## src/rtl/program_loader_if.sv

```systemverilog
// Byte-stream input and instruction-memory write port of the program loader.
interface program_loader_if #(parameter int PC_SIZE = 10);
  logic                load_req;
  logic [7:0]          byte_in;
  logic                byte_valid;
  logic                byte_ready;
  logic                mem_write_en;
  logic [PC_SIZE-1:0]  PC_write;
  logic [31:0]         instruction_in;
  logic                core_reset;
  logic                load_done;
  logic                load_error;

  modport master (
    output load_req, byte_in, byte_valid,
    input  byte_ready, mem_write_en, PC_write, instruction_in,
           core_reset, load_done, load_error
  );

  modport slave (
    input  load_req, byte_in, byte_valid,
    output byte_ready, mem_write_en, PC_write, instruction_in,
           core_reset, load_done, load_error
  );
endinterface

```

## src/rtl/program_loader.sv

```systemverilog
// Loads a length-prefixed little-endian instruction stream into fetch-stage
// instruction memory, holding the core in reset until the load completes.
module program_loader #(
  parameter int PC_SIZE = 10
) (
  input  logic             clock,
  input  logic             reset,
  program_loader_if.slave  bus
);
  localparam logic [16:0] DEPTH = 17'd1 << PC_SIZE;

  typedef enum logic [2:0] {IDLE, LEN_LO, LEN_HI, BYTES, WRITE, DONE, ERROR} state_t;

  state_t      state, next;
  logic [15:0] count;
  logic [15:0] word_idx;
  logic [1:0]  byte_sel;
  logic [31:0] instr;
  logic        hs;
  logic [15:0] len_full;
  logic [15:0] idx_next;

  assign hs       = bus.byte_valid & bus.byte_ready;
  assign len_full = {bus.byte_in, count[7:0]};
  assign idx_next = word_idx + 16'd1;

  always_ff @(posedge clock or posedge reset) begin
    if (reset) state <= IDLE;
    else       state <= next;
  end

  always_comb begin
    next = state;
    case (state)
      IDLE:   if (bus.load_req) next = LEN_LO;
      LEN_LO: if (hs) next = LEN_HI;
      LEN_HI: if (hs) begin
        // 17-bit compare so a count of exactly DEPTH is legal
        if ({1'b0, len_full} > DEPTH) next = ERROR;
        else if (len_full == 16'd0)   next = DONE;
        else                          next = BYTES;
      end
      BYTES:  if (hs && byte_sel == 2'd3) next = WRITE;
      WRITE:  next = (idx_next == count) ? DONE : BYTES;
      DONE,
      ERROR:  if (bus.load_req) next = LEN_LO;
      default: next = IDLE;
    endcase
  end

  always_ff @(posedge clock or posedge reset) begin
    if (reset) begin
      count    <= '0;
      word_idx <= '0;
      byte_sel <= '0;
      instr    <= '0;
    end else begin
      case (state)
        LEN_LO: if (hs) count[7:0] <= bus.byte_in;
        LEN_HI: if (hs) begin
          count[15:8] <= bus.byte_in;
          word_idx    <= '0;
          byte_sel    <= '0;
        end
        BYTES: if (hs) begin
          instr[8*byte_sel +: 8] <= bus.byte_in;
          byte_sel               <= byte_sel + 2'd1;
        end
        WRITE: word_idx <= idx_next;
        default: ;
      endcase
    end
  end

  // Every output comes from state or registers, never straight from inputs.
  assign bus.byte_ready     = (state == LEN_LO) || (state == LEN_HI) || (state == BYTES);
  assign bus.mem_write_en   = (state == WRITE);
  assign bus.PC_write       = word_idx[PC_SIZE-1:0];
  assign bus.instruction_in = instr;
  assign bus.core_reset     = (state != DONE);
  assign bus.load_done      = (state == DONE);
  assign bus.load_error     = (state == ERROR);
endmodule

```

## src/flat_wrapper.sv

```systemverilog
// flat-port wrapper written by rule: the top's interface ports become plain ports
module program_loader_flat 
#(
  parameter int PC_SIZE = 10
)
  (clock, reset, bus_load_req, bus_byte_in, bus_byte_valid, bus_byte_ready, bus_mem_write_en, bus_PC_write, bus_instruction_in, bus_core_reset, bus_load_done, bus_load_error);
  program_loader_if #(.PC_SIZE(PC_SIZE)) bus_i ();
  input  logic clock;
  input  logic reset;
  input wire logic [$bits(bus_i.load_req)-1:0] bus_load_req;
  input wire logic [$bits(bus_i.byte_in)-1:0] bus_byte_in;
  input wire logic [$bits(bus_i.byte_valid)-1:0] bus_byte_valid;
  output wire logic [$bits(bus_i.byte_ready)-1:0] bus_byte_ready;
  output wire logic [$bits(bus_i.mem_write_en)-1:0] bus_mem_write_en;
  output wire logic [$bits(bus_i.PC_write)-1:0] bus_PC_write;
  output wire logic [$bits(bus_i.instruction_in)-1:0] bus_instruction_in;
  output wire logic [$bits(bus_i.core_reset)-1:0] bus_core_reset;
  output wire logic [$bits(bus_i.load_done)-1:0] bus_load_done;
  output wire logic [$bits(bus_i.load_error)-1:0] bus_load_error;
  assign bus_i.load_req = bus_load_req;
  assign bus_i.byte_in = bus_byte_in;
  assign bus_i.byte_valid = bus_byte_valid;
  assign bus_byte_ready = bus_i.byte_ready;
  assign bus_mem_write_en = bus_i.mem_write_en;
  assign bus_PC_write = bus_i.PC_write;
  assign bus_instruction_in = bus_i.instruction_in;
  assign bus_core_reset = bus_i.core_reset;
  assign bus_load_done = bus_i.load_done;
  assign bus_load_error = bus_i.load_error;
  program_loader #(.PC_SIZE(PC_SIZE)) u_core (.clock(clock), .reset(reset), .bus(bus_i));
endmodule
```

## config.mk

```make
export PLATFORM = sky130hd
export DESIGN_NAME = program_loader_flat
export DESIGN_NICKNAME = d
export VERILOG_FILES = /design/src/rtl/program_loader_if.sv /design/src/rtl/program_loader.sv /design/src/flat_wrapper.sv
export SDC_FILE = /design/constraint.sdc
export NUM_CORES = 1
export LEC_CHECK = 0
export CORE_UTILIZATION = 40
export CTS_CLUSTER_DIAMETER = 60
export DETAILED_ROUTE_END_ITERATION = 12
export DONT_BUFFER_PORTS = 1
export PLACE_DENSITY_LB_ADDON = 0.15
export SLEW_MARGIN = 20
export SYNTH_ARGS = -nofsm -noshare
export SYNTH_HDL_FRONTEND = slang
export SYNTH_SLANG_ARGS = --single-unit
```

## constraint.sdc

```tcl
create_clock -name clock -period 3.2 [get_ports clock]
set_input_delay 0.64 -clock clock [delete_from_list [all_inputs] [get_ports clock]]
set_output_delay 0.64 -clock clock [all_outputs]
set_load 0.02 [all_outputs]
```

## Word-level counts from Yosys, hierarchy flattened

Index checks and enable logic that the tools add are counted.

- Flip-flop bits (word level): 69
- Latch bits: 0
- RAM bits: 0
- Bits in read-only memories: 0
- Bits of input ports: 12
- Output and inout port bits: 47
- Word-level logic and storage cells: 55
- Memories kept: 0

- $add $sub $neg: 3
- $mul: 0
- Div/mod/pow operators: 0
- $lt $le $gt $ge: 1
- Equal/unequal tests: 14
- Shift-type cells: 2
- Multiplexer cells: 14
- Bitwise logic cells: 1
- Reductions and logical operators: 14

Operators by type and width:

| operator | count |
|---|---|
| negator 5 -> 34 bit | 1 |
| variable shift 8 x 34 -> 32 bit, first input constant | 1 |
| variable part select 8 x 34 -> 32 bit | 1 |
| bitwise mux 32 bit | 1 |
| one-hot mux 16 bit (2 select lines) | 1 |
| two-way mux 3 bit | 7 |
| adder 16 x 1 -> 16 bit, second input constant | 1 |
| equality test 16 bit | 1 |
| > comparator 16 x 11 -> 1 bit, second input constant | 1 |
| logical NOT 16 bit | 1 |
| two-way mux 16 bit | 1 |
| one-hot mux 3 bit (5 select lines) | 1 |
| inequality test 2 x 1 -> 1 bit, second input constant | 5 |
| equality test 3 bit, second input constant | 3 |
| AND reduction 2 bit | 4 |
| equality test 3 x 2 -> 1 bit, second input constant | 2 |
| two-way mux 2 bit | 2 |
| one-hot mux 2 bit (2 select lines) | 1 |
| AND reduction 4 bit | 1 |
| nonzero test 2 bit | 2 |
| equality test 3 x 1 -> 1 bit, second input constant | 1 |
| logical NOT 3 bit | 1 |
| inequality test 3 bit, second input constant | 1 |
| AND reduction 3 bit | 1 |
| 6 further kinds | 7 |

## Depth between registers and ports, before layout

- Depth after elaboration: 7
- Gate-level depth with buffers: 8
- Gate-level depth less buffers: 7

## Worst setup path after synthesis

OpenSTA, ideal clock, no wires.

- Path type: register to register
- Start point: reg u_core.word_idx[0]
- End point: reg u_core.state[1]
- Library setup time: 0.124 ns
- Data arrival time: 2.510 ns
- Required time: 3.076 ns
- Path slack: 0.567 ns
- Stages on the path, launching flop included: 8
- Buffers on the path: 0
- Clock period less this slack: 2.633 ns
- Cell sequence: dfrtp_1 -> ha_1 -> nand4_4 -> nor4_1 -> o211a_1 -> o2111ai_1 -> or4_1 -> a211o_1

- Cells in the longest elaborated chain, start to end: 4

Ends and longest elaborated chain:

| item | RTL line | source |
|---|---|---|
| from (decl) | program_loader.sv:16 | `logic [15:0] word_idx;` |
| from (signal assigned) | program_loader.sv:69 | `WRITE: word_idx <= idx_next;` |
| adder 16 x 1 -> 16 bit | program_loader.sv:25 | `assign idx_next = word_idx + 16'd1;` |
| equality test 16 bit | program_loader.sv:44 | `WRITE: next = (idx_next == count) ? DONE : BYTES;` |
| two-way mux 3 bit | program_loader.sv:44 |  |
| one-hot mux 3 bit (5 select lines) | program_loader.sv:34 | `case (state)` |
| to (signal assigned) | program_loader.sv:29 | `else state <= next;` |
| to (decl) | program_loader.sv:14 | `state_t state, next;` |

Every way passes these cells.
A chain may end at the register's enable or synchronous reset.

## Worst setup path after layout

- Start point: reg u_core.word_idx[3]
- End point: reg u_core.state[1]

Same word-level chain as after synthesis.

==> impl_metrics.toml <==
[worst_setup_path]
cp_data_arrival_time_ps = 2990
critPathMaxFanout = 12
critPathSlowestCell = "dfrtp_1"
reg2reg_slack_ps = 430
critPathMaxStageDelay_ps = 760
endpoint_kind = "flop"
path_cells = "nand4_4 -> nor3_4 -> a211oi_1 -> a2111o_1 -> or4_1 -> a211o_1"
critPathKind = "flop to flop"
worstReg2RegStart = "u_core.word_idx[3]"
r2r-end = "u_core.state[1]"
start_kind = "flop"
reg2reg_depth = 6
critPathRequiredTime_ps = 3420

[routing]
wl_per_cell_um = 17.2
via_per_inst = 5.30
drc = 0
wl_met3_um = 435
antenna_left = 0
m1WireLength_mm = 4.75
vias = 2925
dr_wl_met2_mm = 4.19
wl_mm = 9.48
first_pass_iters = 6
drtIter0Drc = 163
top_layer = "met4"

[timing]
worst_pin_slew_ps = 903
finalClockSkew_ps = 14.6
rsz0062_at_grt = "false"
relSlewSlack = 0.397
slew_viol_final = 0
hold_viol_final = 0
finalSetupViolations = 0
final.min_clock_period_ps = 2770
tns_ps = 0
fmax_ghz = 0.361
min_period_over_period = 0.865

[finish]
fin_cells = 552
drive_gt1_frac = 0.135
area_delta_synth_final_pct = 9.23
finalNetCount = 436
n_fill_cell = 894
multi_input_area_um2 = 1880
regArea_um2 = 1730
antenna_cells = 0

[yosys]
synthArstFlopShare = 1.00
post_synth.cell_area_avg_um2 = 9.08
synth_edf_count = 0
synth_area_leaders = "dfrtp_1, nand2_1, o21ai_0, mux2_2, buf_4"
synth_area_um2 = 3820
yosys-top-cells-count = "nand2_1, dfrtp_1, o21ai_0"
synth_cell_types = 49
syn_inst = 421
synth_ff_type = "dfrtp_1"
yosys.area.top_type_share = 0.452
synthesis.nets = 439
yosysTopAreaCell = "dfrtp_1"
synth.most_common_cell = "nand2_1"
seq_area_frac_synth = 0.452
yosys_warnings = 0
yosys_register_bits = 69

[clock_network]
postCtsSetupBuffers = 0
cts_buffers = 9
clock_sinks = 69
hold_buffers = 0
path_clk_slew_ps = 80
root_buffer = "clkbuf_8"
post_cts_resized = 0
clk_latency_ps = 350
cts.path.max_buffers = 2
h-tree-depth = 3
tritoncts = "done"

[global_route]
antenna_found_initial = 0
grt.overflow.total = 0
grt_max_degree = 28
grt_pass1_vias = 2849
grt_pass1_wl_mm = 15.7
globalRouteTotalUtil = 0.205

[placed_design]
gp_congestion = 0.803
dp_hpwl_mm = 6.62
dp_cells = 536
io_buffers = 0

[floorplanning]
die_h_um = 99.7
start_util = 0.414
chipWidth_um = 99.7
core_area_um2 = 9240
row_count = 35
die_area_um2 = 9950
io_pins = 59

[power]
p_leak_nw = 1.74
power_mw = 3.41
ir_drop_mv = 0.292
power_density_nw_per_um2 = 818

[outcome]
outcome = "completed"

[job]
cap_viol_max_count = 0

[worst_hold_path]
hold_class = "primary input to async pin"
-- critical path, delay by kind of cell (launching register included) --
kind / cells / cell delay, ps
AOI/OAI and AO/OA: 3 / 800
DFF: 1 / 760
and+or+nand+nor: 3 / 1100
-- worst max-delay path by stage --
stage                             from               to  cells after the start
finish              u_core.word_idx[3]  u_core.state[1]                      6
CTS                 u_core.word_idx[3]  u_core.state[1]                      6
global route        u_core.word_idx[2]  u_core.state[1]                      6
floorplan           u_core.word_idx[0]  u_core.state[1]                      7
detailed placement  u_core.word_idx[3]  u_core.state[1]                      6
global placement    u_core.word_idx[3]  u_core.state[1]                      6
-- cells in the final DEF, fill, tap and decap left out, drive strengths merged, types with 7 or more instances in the layout --
| cell | instances |
|---|---|
| nor3 | 9 |
| nor2 | 24 |
| xnor2 | 11 |
| a21oi | 7 |
| o21ai | 61 |
| nand2 | 91 |
| nand3 | 12 |
| clkbuf | 11 |
| buf | 14 |
| inv | 15 |
| mux2 | 17 |
| nor4 | 7 |
| dfrtp | 69 |
-- logic make-up (layout without fill, tap and decap cells) --
kind of cell               Yosys count  count (layout)  synth area share
and+or+nand+nor                    171             171             0.227
AOI/OAI and AO/OA                   97              97             0.152
DFF                                 69              69             0.452
buffers and inverters               42              44            0.0560
muxes                               19              19            0.0553
xor gates and xnor gates            17              17            0.0390
adders and majority gates            6               6            0.0196
-- flip-flops by register name, summed over array words and instances (netlist names) --
signal / flops
u_core.bus.instruction_in: 32
u_core.byte_sel: 2
u_core.count: 16
u_core.state: 3
u_core.word_idx: 16
-- cell type report --
cell class / count / area share
Clock buffer: 11 / 0.0339
Timing Repair Buffer: 14 / 0.0252
Clock inverter: 5 / 0.0255
Tap cell: 129 / 0.0387
Multi-Input combinational cell: 310 / 0.451
Inverter: 14 / 0.0126
Sequential cell: 69 / 0.414
-- per-layer routing --
metal,vias up,track usage
met5,-,0
met4,0,0.0758
met3,14,0.0337
met2,59,0.298
met1,1398,0.306
li1,1454,-
-- power by group --
group          internal [mW]  total [mW]  switching, mW
logic                  0.476        1.07          0.592
registers               1.09        1.44          0.356
clock network          0.543       0.901          0.358
total                   2.11        3.41           1.31
-- stage by stage --
| stage | hold WS [ps] | instance area (um^2) | setup WS [ps] | utilization |
|---|---|---|---|---|
| after floorplan | 496 | 3820 | 567 | - |
| after global placement | 524 | 3930 | 532 | 0.425 |
| after detailed placement | 529 | 3930 | 455 | 0.425 |
| after CTS | 264 | 4170 | 431 | 0.452 |
| after global routing | 293 | 4170 | 281 | 0.452 |
| final | 244 | 4170 | 433 | 0.452 |
Note: power is estimated with default switching activity, not from simulation.
